### src/rtl/adder_pipe_if.sv
// adder_pipe_if: operand/result handshake bundle for adder_pipe; no logic, no latency.
// Both directions use valid/ready. The slave drives in_ready and result; the master drives operands and out_ready.
interface adder_pipe_if #(
  parameter int WIDTH = 8
);
  logic             in_valid;
  logic             in_ready;
  logic [WIDTH-1:0] X;
  logic [WIDTH-1:0] Y;
  logic             sub;
  logic             out_valid;
  logic             out_ready;
  logic [WIDTH-1:0] sum;
  logic             cout;

  modport master (
    output in_valid, X, Y, sub, out_ready,
    input  in_ready, out_valid, sum, cout
  );

  modport slave (
    input  in_valid, X, Y, sub, out_ready,
    output in_ready, out_valid, sum, cout
  );
endinterface

### src/rtl/adder_pipe.sv
// adder_pipe: add/sub, STAGE_BITS resolved per stage, latency WIDTH/STAGE_BITS cycles; stall freezes every stage.
// in_ready = !out_valid || out_ready; ADDER_PIPE_SAT_EN makes the final stage saturate the sum.
module adder_pipe #(
  parameter int WIDTH      = 8,
  parameter int STAGE_BITS = 2
) (
  input  logic         clk,
  input  logic         rst_n,
  adder_pipe_if.slave  bus
);

  localparam int SB     = STAGE_BITS;
  localparam int NSTAGE = WIDTH / STAGE_BITS;

  if (WIDTH < 1 || STAGE_BITS < 1 || (WIDTH % STAGE_BITS) != 0) begin : g_bad_cfg
    $error("adder_pipe: WIDTH must be a positive multiple of STAGE_BITS");
  end

  logic [NSTAGE-1:0] vld_q;
  logic [NSTAGE-1:0] c_q;
  logic              sub_q [NSTAGE];
  logic [WIDTH-1:0]  a_q   [NSTAGE];
  logic [WIDTH-1:0]  b_q   [NSTAGE];
  logic [WIDTH-1:0]  s_q   [NSTAGE];

  logic [NSTAGE-1:0] vld_i;
  logic [NSTAGE-1:0] c_i;
  logic              sub_i [NSTAGE];
  logic [WIDTH-1:0]  a_i   [NSTAGE];
  logic [WIDTH-1:0]  b_i   [NSTAGE];
  logic [WIDTH-1:0]  s_i   [NSTAGE];

  logic [SB:0]       seg   [NSTAGE];
  logic [NSTAGE-1:0] c_n;
  logic [WIDTH-1:0]  s_n   [NSTAGE];
  logic [WIDTH-1:0]  s_last;
  logic              advance;

  assign advance      = !bus.out_valid || bus.out_ready;
  assign bus.in_ready = advance;

  // Stage 0 takes the bus; Y is pre-inverted so subtraction is X + ~Y + 1.
  always_comb begin
    vld_i[0] = bus.in_valid;
    c_i[0]   = bus.sub;
    sub_i[0] = bus.sub;
    a_i[0]   = bus.X;
    b_i[0]   = bus.sub ? ~bus.Y : bus.Y;
    s_i[0]   = '0;
    for (int k = 1; k < NSTAGE; k++) begin
      vld_i[k] = vld_q[k-1];
      c_i[k]   = c_q[k-1];
      sub_i[k] = sub_q[k-1];
      a_i[k]   = a_q[k-1];
      b_i[k]   = b_q[k-1];
      s_i[k]   = s_q[k-1];
    end
  end

  always_comb begin
    for (int k = 0; k < NSTAGE; k++) begin
      seg[k] = {1'b0, a_i[k][k*SB +: SB]} + {1'b0, b_i[k][k*SB +: SB]}
             + {{SB{1'b0}}, c_i[k]};
      c_n[k] = seg[k][SB];
      s_n[k] = s_i[k];
      s_n[k][k*SB +: SB] = seg[k][SB-1:0];
    end
  end

`ifdef ADDER_PIPE_SAT_EN
  // Clamp only the sum; cout still reports the raw carry/borrow.
  always_comb begin
    s_last = s_n[NSTAGE-1];
    if (!sub_i[NSTAGE-1] && c_n[NSTAGE-1]) begin
      s_last = '1;
    end else if (sub_i[NSTAGE-1] && !c_n[NSTAGE-1]) begin
      s_last = '0;
    end
  end
`else
  assign s_last = s_n[NSTAGE-1];
`endif

  // Data registers load only behind a valid slot, so a bubble leaves the last result in place.
  always_ff @(posedge clk or negedge rst_n) begin
    if (!rst_n) begin
      vld_q <= '0;
      c_q   <= '0;
      for (int k = 0; k < NSTAGE; k++) begin
        sub_q[k] <= 1'b0;
        a_q[k]   <= '0;
        b_q[k]   <= '0;
        s_q[k]   <= '0;
      end
    end else if (advance) begin
      vld_q <= vld_i;
      for (int k = 0; k < NSTAGE; k++) begin
        if (vld_i[k]) begin
          c_q[k]   <= c_n[k];
          sub_q[k] <= sub_i[k];
          a_q[k]   <= a_i[k];
          b_q[k]   <= b_i[k];
          s_q[k]   <= (k == NSTAGE - 1) ? s_last : s_n[k];
        end
      end
    end
  end

  assign bus.out_valid = vld_q[NSTAGE-1];
  assign bus.sum       = s_q[NSTAGE-1];
  assign bus.cout      = c_q[NSTAGE-1];

endmodule

### src/flat_wrapper.sv
// flat-port wrapper written by rule: the top's interface ports become plain ports
module adder_pipe_flat 
#(
  parameter int WIDTH      = 8,
  parameter int STAGE_BITS = 2
)
  (clk, rst_n, bus_in_valid, bus_X, bus_Y, bus_sub, bus_out_ready, bus_in_ready, bus_out_valid, bus_sum, bus_cout);
  adder_pipe_if #(.WIDTH(WIDTH)) bus_i ();
  input  logic clk;
  input  logic rst_n;
  input wire logic [$bits(bus_i.in_valid)-1:0] bus_in_valid;
  input wire logic [$bits(bus_i.X)-1:0] bus_X;
  input wire logic [$bits(bus_i.Y)-1:0] bus_Y;
  input wire logic [$bits(bus_i.sub)-1:0] bus_sub;
  input wire logic [$bits(bus_i.out_ready)-1:0] bus_out_ready;
  output wire logic [$bits(bus_i.in_ready)-1:0] bus_in_ready;
  output wire logic [$bits(bus_i.out_valid)-1:0] bus_out_valid;
  output wire logic [$bits(bus_i.sum)-1:0] bus_sum;
  output wire logic [$bits(bus_i.cout)-1:0] bus_cout;
  assign bus_i.in_valid = bus_in_valid;
  assign bus_i.X = bus_X;
  assign bus_i.Y = bus_Y;
  assign bus_i.sub = bus_sub;
  assign bus_i.out_ready = bus_out_ready;
  assign bus_in_ready = bus_i.in_ready;
  assign bus_out_valid = bus_i.out_valid;
  assign bus_sum = bus_i.sum;
  assign bus_cout = bus_i.cout;
  adder_pipe #(.WIDTH(WIDTH), .STAGE_BITS(STAGE_BITS)) u_core (.clk(clk), .rst_n(rst_n), .bus(bus_i));
endmodule
### config.mk
export PLATFORM = sky130hd
export DESIGN_NAME = adder_pipe_flat
export DESIGN_NICKNAME = d
export VERILOG_FILES = /design/src/rtl/adder_pipe_if.sv /design/src/rtl/adder_pipe.sv /design/src/flat_wrapper.sv
export SDC_FILE = /design/constraint.sdc
export NUM_CORES = 1
export LEC_CHECK = 0
export BUFFER_PORTS_ARGS = -buffer_cell sky130_fd_sc_hd__clkbuf_2
export CAP_MARGIN = 5
export CORE_UTILIZATION = 51
export DETAILED_ROUTE_END_ITERATION = 8
export GPL_TIMING_DRIVEN = 0
export PLACE_DENSITY = 0.75
export SLEW_MARGIN = 15
export SYNTH_ARGS = -nofsm -noshare
export SYNTH_HDL_FRONTEND = slang
export SYNTH_SLANG_ARGS = --single-unit
### constraint.sdc
create_clock -name clk -period 1.3 [get_ports clk]
set_input_delay 0.325 -clock clk [delete_from_list [all_inputs] [get_ports clk]]
set_output_delay 0.325 -clock clk [all_outputs]
set_load 0.01 [all_outputs]
==> results.ini <==
[global_route]
grt_usage_pct = 19.0
grt_pass1_vias = 1386
grt_pass1_wl_um = 6290
overflow = 0
grt_max_degree = 35
antenna_found_initial = 0

[worst_setup_path]
cp_slowest_cell = fa_2
cp.arrival_ns = 1.66
cp-end-kind = register
rrSetupSlack_ns = -0.17
crit_top_cell = fa_2
crit_fanout = 2
critical_path.max_stage_delay_ns = 0.52
start_kind = register
crit_type = register to register
cp_cell_sequence = inv_2, fa_2, fa_2, mux2i_1
worst_ep_required_time_ns = 1.48

[clock_network]
cts_sinks = 52
cts_tree = done
clk_pin_slew_ns = 0.08
root_buffer = clkbuf_8
insertion_delay_ns = 0.30
clk_path_buf_depth = 2
htree_levels = 2
cts-buffers-inserted = 5

[placement]
place_area_um2 = 2550
place_ws_ns = -0.241
hpwl_um = 2780
portBuffers = 30
place_congestion = 0.732

[status]
violations = negative setup slack
outcome = finished with violations

[detailed_routing]
detail_route.vias_per_cell = 4.95
drc = 0
via_count = 1303
antenna_left = 0
routed_wl_um = 3790
routedWlPerCell_um = 14.4
drtIter0Drc = 87
dr.pass1.iters = 4

[synth]
synth_nets = 195
synth_top_cell_by_area = dfrtp_1
yosysUniqueCellTypes = 19
synth_top_area_share_pct = 57.0
syn_inst = 167
synth-seq-area-share_pct = 57.0
yosys_warnings = 0
syn_avg_cell_area_um2 = 13.7
synth_area_leaders = dfrtp_1 (57%), mux2_2 (13%), fa_1 (6.1%)
synth_area_um2 = 2280
yosys_register_bits = 52

[min_path]
min_path_type = primary input to register

[cells_and_area]
final_util_pct = 65.8
seqCellArea_um2 = 1300
n_fill_cell = 312
final_nets = 240
multi_input_area_um2 = 866
diodes = 0
stdcell_area_um2 = 2730
drive_above_1_share_pct = 46.0
area_delta_synth_final_pct = 19.4
final_cell_mix = dfrtp_1 (52), clkbuf_2 (29), mux2_2 (25), inv_1 (18), a21oi_1 (10)
final_common_cell = dfrtp_1

[sta]
period_needed_ns = 1.47
setup_viol = 11
period_share_pct = 113
drv_slew = 0
tightestPinTransition_ns = 0.489
grt_setup_unrepaired = yes
hold_viol_final = 0
final.setup_skew_ns = 0.00352
tns_ns = -0.695
fmax_mhz = 679
relSlewSlack_pct = 67.4
setup_ws_ns = -0.172

[floorplan]
core_um2 = 4140
ios = 32
die_y_um = 68.9
die_x_um = 68.9
rows = 23
start_util_pct = 55.1
die-area_um2 = 4750

[job]
maxCapViolCount = 0

[power_and_ir_drop]
powerDensity_nw_per_um2 = 2230
ir_drop_uv = 929
power_uw = 6080
p_leak_uw = 0.00132

-- worst paths after layout --
kind | startpoint | endpoint | cells after the start
max in group asynchronous | rst_n | u_core.s_i[9] | 3
worst min register to register | u_core.s_i[0] | u_core.bus.sum[0] | 1
worst max register to register | u_core.c_q[2] | u_core.bus.sum[7] | 4
worst max-delay path | u_core.c_q[2] | u_core.bus.sum[7] | 4
worst min-delay path | bus_X[7] | u_core.a_i[23] | 2
min in group asynchronous | rst_n | u_core.c_q[3] | 2
-- state kept, by name, summed over array words and instances (netlist names) --
signal and count:
u_core.c_q 4, u_core.a_i 12, u_core.vld_q 4, u_core.s_i 12, u_core.bus.sum 8, u_core.b_i 12
-- stage by stage --
step                hold slack, ns  std cells
global route                 0.238        263
detailed placement           0.311        248
finish                       0.252        263
floorplan                   0.0294        167
global placement             0.471        247
CTS                          0.243        263
-- timing repair --
item                                    CTS  global route
setup buffers                             8             2
endpoints found under the hold margin    18             0
endpoints found under the setup margin   26            24
hold buffers                              1             0
resized for setup                         6             7
-- worst max-delay path, delay by kind of cell, from the launching register on --
family                     cells  cell delay, ns
buffers and inverters          1            0.05
muxes                          1            0.06
adders and majority gates      2            0.90
DFF                            1            0.35
-- where the power goes --
group	internal, uW	leakage (uW)	total, uW	switching (uW)
clock	435	0.0000455	919	484
sequential	2350	0.000601	2750	394
combinational	1320	0.000678	2410	1090
-- cell families after synthesis --
family | after synthesis | synth area share, %
AOI/OAI and AO/OA | 17 | 3.73
DFF | 52 | 57.0
xor gates and xnor gates | 8 | 3.07
muxes | 40 | 20.1
buffers and inverters | 32 | 7.02
and+or+nand+nor | 11 | 2.96
adders and majority gates | 7 | 6.14
-- metal layers --
metal / GRT usage, % / wire length, um / vias up / share of wire [%]
li1: - / - / 628 / -
met1: 23.6 / 1640 / 635 / 43
met2: 30.2 / 1900 / 34 / 50
met3: 5.10 / 163 / 6 / 4.3
met4: 10.2 / 93 / 0 / 2.5
met5: 0 / 0 / - / 0
-- synth_stat cells (all sizes together) --
cell type / instances
and2: 1
inv: 24
o21ai: 7
a21oi: 10
nand2b: 1
fa: 7
xor2: 3
buf: 7
mux2: 31
clkbuf: 1
nand2: 4
xnor2: 5
nand3: 5
dfrtp: 52
mux2i: 9
-- final cells by class --
cell class | instances | area share (%)
tap | 50 | 2.30
sequential | 52 | 47.8
clock buffer | 8 | 3.31
buffer | 4 | 1.52
inverter | 24 | 3.31
multi-input combinational | 83 | 31.8
timing repair buffer | 42 | 10.1
No activity file was read; power rests on OpenSTA's default activity.
